--- config.mk ---
export PLATFORM = sky130hd
export DESIGN_NAME = unsigned_multiply_add
export DESIGN_NICKNAME = d
export VERILOG_FILES = /design/src/rtl/gpu_arith_pkg.sv /design/src/rtl/unsigned_multiply_add_datapath.sv /design/src/rtl/unsigned_multiply_add.sv
export SDC_FILE = /design/constraint.sdc
export NUM_CORES = 1
export LEC_CHECK = 0
export BUFFER_PORTS_ARGS = -buffer_cell sky130_fd_sc_hd__buf_2
export CAP_MARGIN = 30
export CORE_MARGIN = 5
export CORE_UTILIZATION = 57
export DETAILED_ROUTE_END_ITERATION = 12
export PLACE_DENSITY = 0.81
export SLEW_MARGIN = 10
export SYNTH_ARGS = -nofsm -noshare
export SYNTH_HDL_FRONTEND = slang
export SYNTH_SLANG_ARGS = --single-unit
--- constraint.sdc ---
create_clock -name i_clk -period 4.3 [get_ports i_clk]
set_input_delay 0.645 -clock i_clk [delete_from_list [all_inputs] [get_ports i_clk]]
set_output_delay 0.645 -clock i_clk [all_outputs]
set_load 0.01 [all_outputs]
--- src/rtl/gpu_arith_pkg.sv ---
// Shared arithmetic types for the GPU raster/interpolation iterative units
// (multiply-add FSM states and the iteration-counter width helper).
package gpu_arith_pkg;

  typedef enum logic [1:0] {
    MA_IDLE = 2'd0,
    MA_BUSY = 2'd1,
    MA_DONE = 2'd2
  } mul_add_state_t;

  // Counter must hold 0..width inclusive.
  function automatic int ma_count_w(input int width);
    return $clog2(width + 1);
  endfunction

endpackage

--- src/rtl/unsigned_multiply_add_datapath.sv ---
// Shift-add datapath for unsigned_multiply_add: accumulator, shifting
// multiplicand/multiplier and iteration counter, one iteration per step.
module multiply_add_datapath
  import gpu_arith_pkg::*;
#(
  parameter int WIDTH = 16
) (
  input  logic               i_clk,
  input  logic               i_reset,
  input  logic               i_load,
  input  logic               i_step,
  input  logic [WIDTH-1:0]   i_a,
  input  logic [WIDTH-1:0]   i_b,
  input  logic [WIDTH-1:0]   i_c,
  output logic [2*WIDTH-1:0] o_acc,
  output logic               o_mplier_zero_next,
  output logic               o_last_iter
);

  localparam int CW = ma_count_w(WIDTH);

  logic [2*WIDTH-1:0] r_acc;
  logic [2*WIDTH-1:0] r_mcand;
  logic [WIDTH-1:0]   r_mplier;
  logic [CW-1:0]      r_count;
  logic [2*WIDTH-1:0] w_addend;

  assign w_addend = r_mplier[0] ? r_mcand : '0;

  always_ff @(posedge i_clk) begin
    if (i_reset) begin
      r_acc    <= '0;
      r_mcand  <= '0;
      r_mplier <= '0;
      r_count  <= '0;
    end else if (i_load) begin
      r_acc    <= {{WIDTH{1'b0}}, i_c};
      r_mcand  <= {{WIDTH{1'b0}}, i_a};
      r_mplier <= i_b;
      r_count  <= '0;
    end else if (i_step) begin
      // a*b+c never exceeds 2*WIDTH bits, so the carry-out is dropped.
      r_acc    <= r_acc + w_addend;
      r_mcand  <= r_mcand << 1;
      r_mplier <= r_mplier >> 1;
      r_count  <= r_count + 1'b1;
    end
  end

  assign o_acc              = r_acc;
  assign o_mplier_zero_next = (r_mplier[WIDTH-1:1] == '0);
  assign o_last_iter        = (r_count == CW'(WIDTH - 1));

endmodule

--- src/rtl/unsigned_multiply_add.sv ---
// Sequential unsigned multiply-add o_result = a*b + c with start/ready/valid
// handshake. Define UNSIGNED_MULTIPLY_ADD_EARLY_EXIT_EN to stop after the top set bit of b.
module unsigned_multiply_add
  import gpu_arith_pkg::*;
#(
  parameter int WIDTH = 16
) (
  input  logic               i_clk,
  input  logic               i_reset,
  input  logic               i_start,
  input  logic [WIDTH-1:0]   i_a,
  input  logic [WIDTH-1:0]   i_b,
  input  logic [WIDTH-1:0]   i_c,
  output logic               o_ready,
  output logic               o_valid,
  output logic [2*WIDTH-1:0] o_result
);

`ifdef UNSIGNED_MULTIPLY_ADD_EARLY_EXIT_EN
  localparam bit EARLY_EXIT = 1'b1;
`else
  localparam bit EARLY_EXIT = 1'b0;
`endif

  mul_add_state_t     r_state;
  mul_add_state_t     w_state_next;
  logic               w_load;
  logic               w_step;
  logic               w_exit;
  logic               w_skip;
  logic               w_mplier_zero_next;
  logic               w_last_iter;
  logic [2*WIDTH-1:0] w_acc;

  assign w_load = (r_state == MA_IDLE) && i_start;
  assign w_step = (r_state == MA_BUSY);
  assign w_exit = EARLY_EXIT ? w_mplier_zero_next : w_last_iter;
  assign w_skip = EARLY_EXIT && (i_b == '0);

  multiply_add_datapath #(
    .WIDTH(WIDTH)
  ) u_datapath (
    .i_clk              (i_clk),
    .i_reset            (i_reset),
    .i_load             (w_load),
    .i_step             (w_step),
    .i_a                (i_a),
    .i_b                (i_b),
    .i_c                (i_c),
    .o_acc              (w_acc),
    .o_mplier_zero_next (w_mplier_zero_next),
    .o_last_iter        (w_last_iter)
  );

  always_ff @(posedge i_clk) begin
    if (i_reset) r_state <= MA_IDLE;
    else         r_state <= w_state_next;
  end

  always_comb begin
    w_state_next = r_state;
    unique case (r_state)
      MA_IDLE: if (i_start) w_state_next = w_skip ? MA_DONE : MA_BUSY;
      MA_BUSY: if (w_exit)  w_state_next = MA_DONE;
      MA_DONE:              w_state_next = MA_IDLE;
      default:              w_state_next = MA_IDLE;
    endcase
  end

  always_comb begin
    o_ready = (r_state == MA_IDLE);
    o_valid = (r_state == MA_DONE);
  end

  // Accumulator is only rewritten by a load, so the result holds until the next start.
  assign o_result = w_acc;

endmodule

==> impl_metrics.csv <==
group,metric,value,unit
clock_tree,cts_max_level,3,
floorplanning,rows,34,
detailed_routing,wire_per_inst,16.5,um
placed_design,port_buffers,84,
synth,synth_edf_count,0,
timing,finalHoldViolations,0,
floorplanning,dieArea,0.0110,sq mm
hold_path,hp-start,"u_datapath.r_mplier[1]",
detailed_routing,totalWireLength,13600,um
cells_and_area,syn_to_final_growth,12.4,%
cells_and_area,finalNetCount,797,
timing,fin_crit,3520,ps
clock_tree,cts-buffers-inserted,9,
placed_design,pre_cts_ws,810,ps
timing,max_freq,284,MHz
critical_path,worst_setup_path_start_kind,"register",
cells_and_area,drive_above_1_share,17.0,%
critical_path,reg2reg_depth,11,
power,leakagePower,2.45,nW
clock_tree,cts_setup_buffers,0,
clock_tree,cts_buffer_depth,2,
placed_design,place_congestion,0.911,
floorplanning,fp.coreArea,0.00876,sq mm
detailed_routing,first_pass_iters,5,
detailed_routing,via_per_inst,6.04,
critical_path,cp-startpoint,"u_datapath.r_mplier[0]",
grt,grt_start_max_net_pins,42,
clock_tree,ctsHoldBuffers,0,
grt,grt_pass1_wl,22700,um
floorplanning,die_h,105,um
grt,grt-ovfl-total,0,
hold_path,hp-class,"reg2reg",
synth,syn_area_per_cell,7.88,sq um
power,power,1.72,mW
detailed_routing,postRouteAntennaNets,0,
detailed_routing,vias,4983,
clock_tree,cts_root_buffer,"clkbuf_8",
timing,clock_skew,12.6,ps
timing,setup_ws,778,ps
timing,relSlewSlack,45.0,%
synth,async_flop_share,0,%
detailed_routing,drc_errors,0,
clock_tree,tritoncts,"done",
floorplanning,die_x,105,um
synth,ys_ff_latch,87,
clock_tree,clk_latency,360,ps
critical_path,worstReg2RegStart,"u_datapath.r_mplier[0]",
synth,syn_area,0.00513,sq mm
critical_path,cp.arrival,3770,ps
detailed_routing,drtIter0Drc,306,
timing,slew_viol_final,0,
power,vdd_drop_max,0.000208,V
cells_and_area,final_common_cell,"nand2_1",
clock_tree,cts_sinks,87,
grt,antenna_found_initial,0,
synth,synthCells,651,
critical_path,cp_max_fo,33,
timing,setup_viol,0,
cells_and_area,final_cell_mix,"100 x nand2_1, 91 x a21oi_1, 87 x dfxtp_1",
placed_design,dp_hpwl,10100,um
floorplanning,io_pins,85,
synth,synth.net_count,736,
clock_tree,clkTransAtPathRegs,100,ps
timing,rsz0062_at_grt,"false",
grt,grt_pass1_vias,4782,
critical_path,end_kind,"register",
status,status,"complete, no violations",
timing,worstMarginPinSlew,825,ps
critical_path,worstSetupPathType,"reg2reg",
critical_path,required,4550,ps
run,max_cap_viol_count,0,
synth,ys_seq_area_share,34.0,%
floorplanning,start_util,58.5,%
synth,ys_warn_count,0,
cells_and_area,antenna_cells,0,
power,power_density,298,mW/mm^2
timing,period_share,81.9,%
clock_tree,cts_resized,0,
timing,finalSetupTns,0,ps
synth,synth.distinct_cells,56,
synth,synth_ff_type,"dfxtp_1",
hold_path,worstHoldPathCells,2,
grt,track_usage,24.6,%
==> cell type report <==
type,count,area (sq um)
flip-flops and latches,87,1740
clock inverters,7,61.3
clock buffers,9,124
well taps,108,135
repair buffers,92,480
fillers,758,3000
inverters,12,45.0
multi-input cells,510,3180
==> worst max-delay path, stage by stage, from the launching register on <==
cell,delay (ps)
dfxtp_1,590
and2_1,310
ha_1,200
fa_1,410
a21o_1,240
a221o_1,340
a21oi_1,320
nor4_1,90
nor2_1,190
o21ai_1,180
and3_1,200
or3_1,340
==> logic make-up (layout without fill, tap and decap cells) <==
logic type,after synthesis,count (layout),share of synthesized area (%)
AND/OR/NAND/NOR,227,227,20.7
AO/OA/AOI/OAI,223,223,28.2
flip-flops,87,87,34.0
buffers and inverters,54,120,4.27
adder cells (fa/ha/maj),34,34,8.44
XOR/XNOR,26,26,4.44
==> synthesized netlist by cell type (3+ instances only) <==
cell type	n	share of area, %
nand2_1	100	7.3
a21oi_1	91	8.9
dfxtp_1	87	34
nor2_1	38	2.8
clkbuf_1	35	2.6
and2_1	34	4.1
ha_1	33	8.0
a22oi_1	32	4.7
o21ai_0	22	2.1
a21o_1	17	2.5
xnor2_1	17	2.9
nand3_1	16	1.6
inv_1	12	0.88
a211oi_1	11	1.6
xor2_1	9	1.5
a2111oi_0	8	1.4
nand4_1	7	0.85
nor3_1	7	0.68
and3_1	6	0.73
o21bai_1	5	0.73
o22ai_1	5	0.61
buf_1	4	0.29
nor2b_1	4	0.49
or3_1	4	0.49
a221o_1	3	0.59
nand2b_1	3	0.37
o211ai_1	3	0.44
o31ai_1	3	0.44
==> sequential cells by signal, indices dropped and copies added, names as in the netlist <==
register             cells
u_datapath.o_acc        32
u_datapath.r_mcand      32
u_datapath.r_mplier     16
u_datapath.r_count       5
r_state                  2
==> where the power goes <==
part | internal (mW) | leakage [nW] | total [mW] | switching, mW
Clock | 0.224 | 0.0945 | 0.558 | 0.334
Sequential | 0.847 | 0.711 | 0.884 | 0.0374
Combinational | 0.105 | 1.64 | 0.276 | 0.172
Total | 1.18 | 2.45 | 1.72 | 0.543
==> final timing paths <==
path,end,slack [ps]
worst max-delay path,u_datapath.o_acc[26],780
worst min-delay path,u_datapath.r_mplier[1],460
worst max register to register,u_datapath.o_acc[26],780
worst min register to register,u_datapath.r_mplier[1],460
==> through the flow <==
step | std cells | hold WS (ps) | instance area (sq um) | util, %
6_report | 825 | 460 | 5770 | 65.8
5_1_grt | 825 | 485 | 5770 | 65.8
4_1_cts | 825 | 462 | 5770 | 65.8
3_5_place_dp | 809 | 448 | 5580 | 63.7
3_3_place_gp | 809 | 442 | 5580 | 63.7
2_1_floorplan | 651 | 437 | 5130 | -
==> layer usage <==
layer / vias to the layer above / routed length, um / track usage (%)
li1: 2466 / - / -
met1: 2322 / 6020 / 34.5
met2: 178 / 6170 / 37.5
met3: 17 / 1190 / 5.73
met4: 0 / 195 / 7.58
met5: - / 0 / 0
Note: power is estimated with default switching activity, not from simulation.
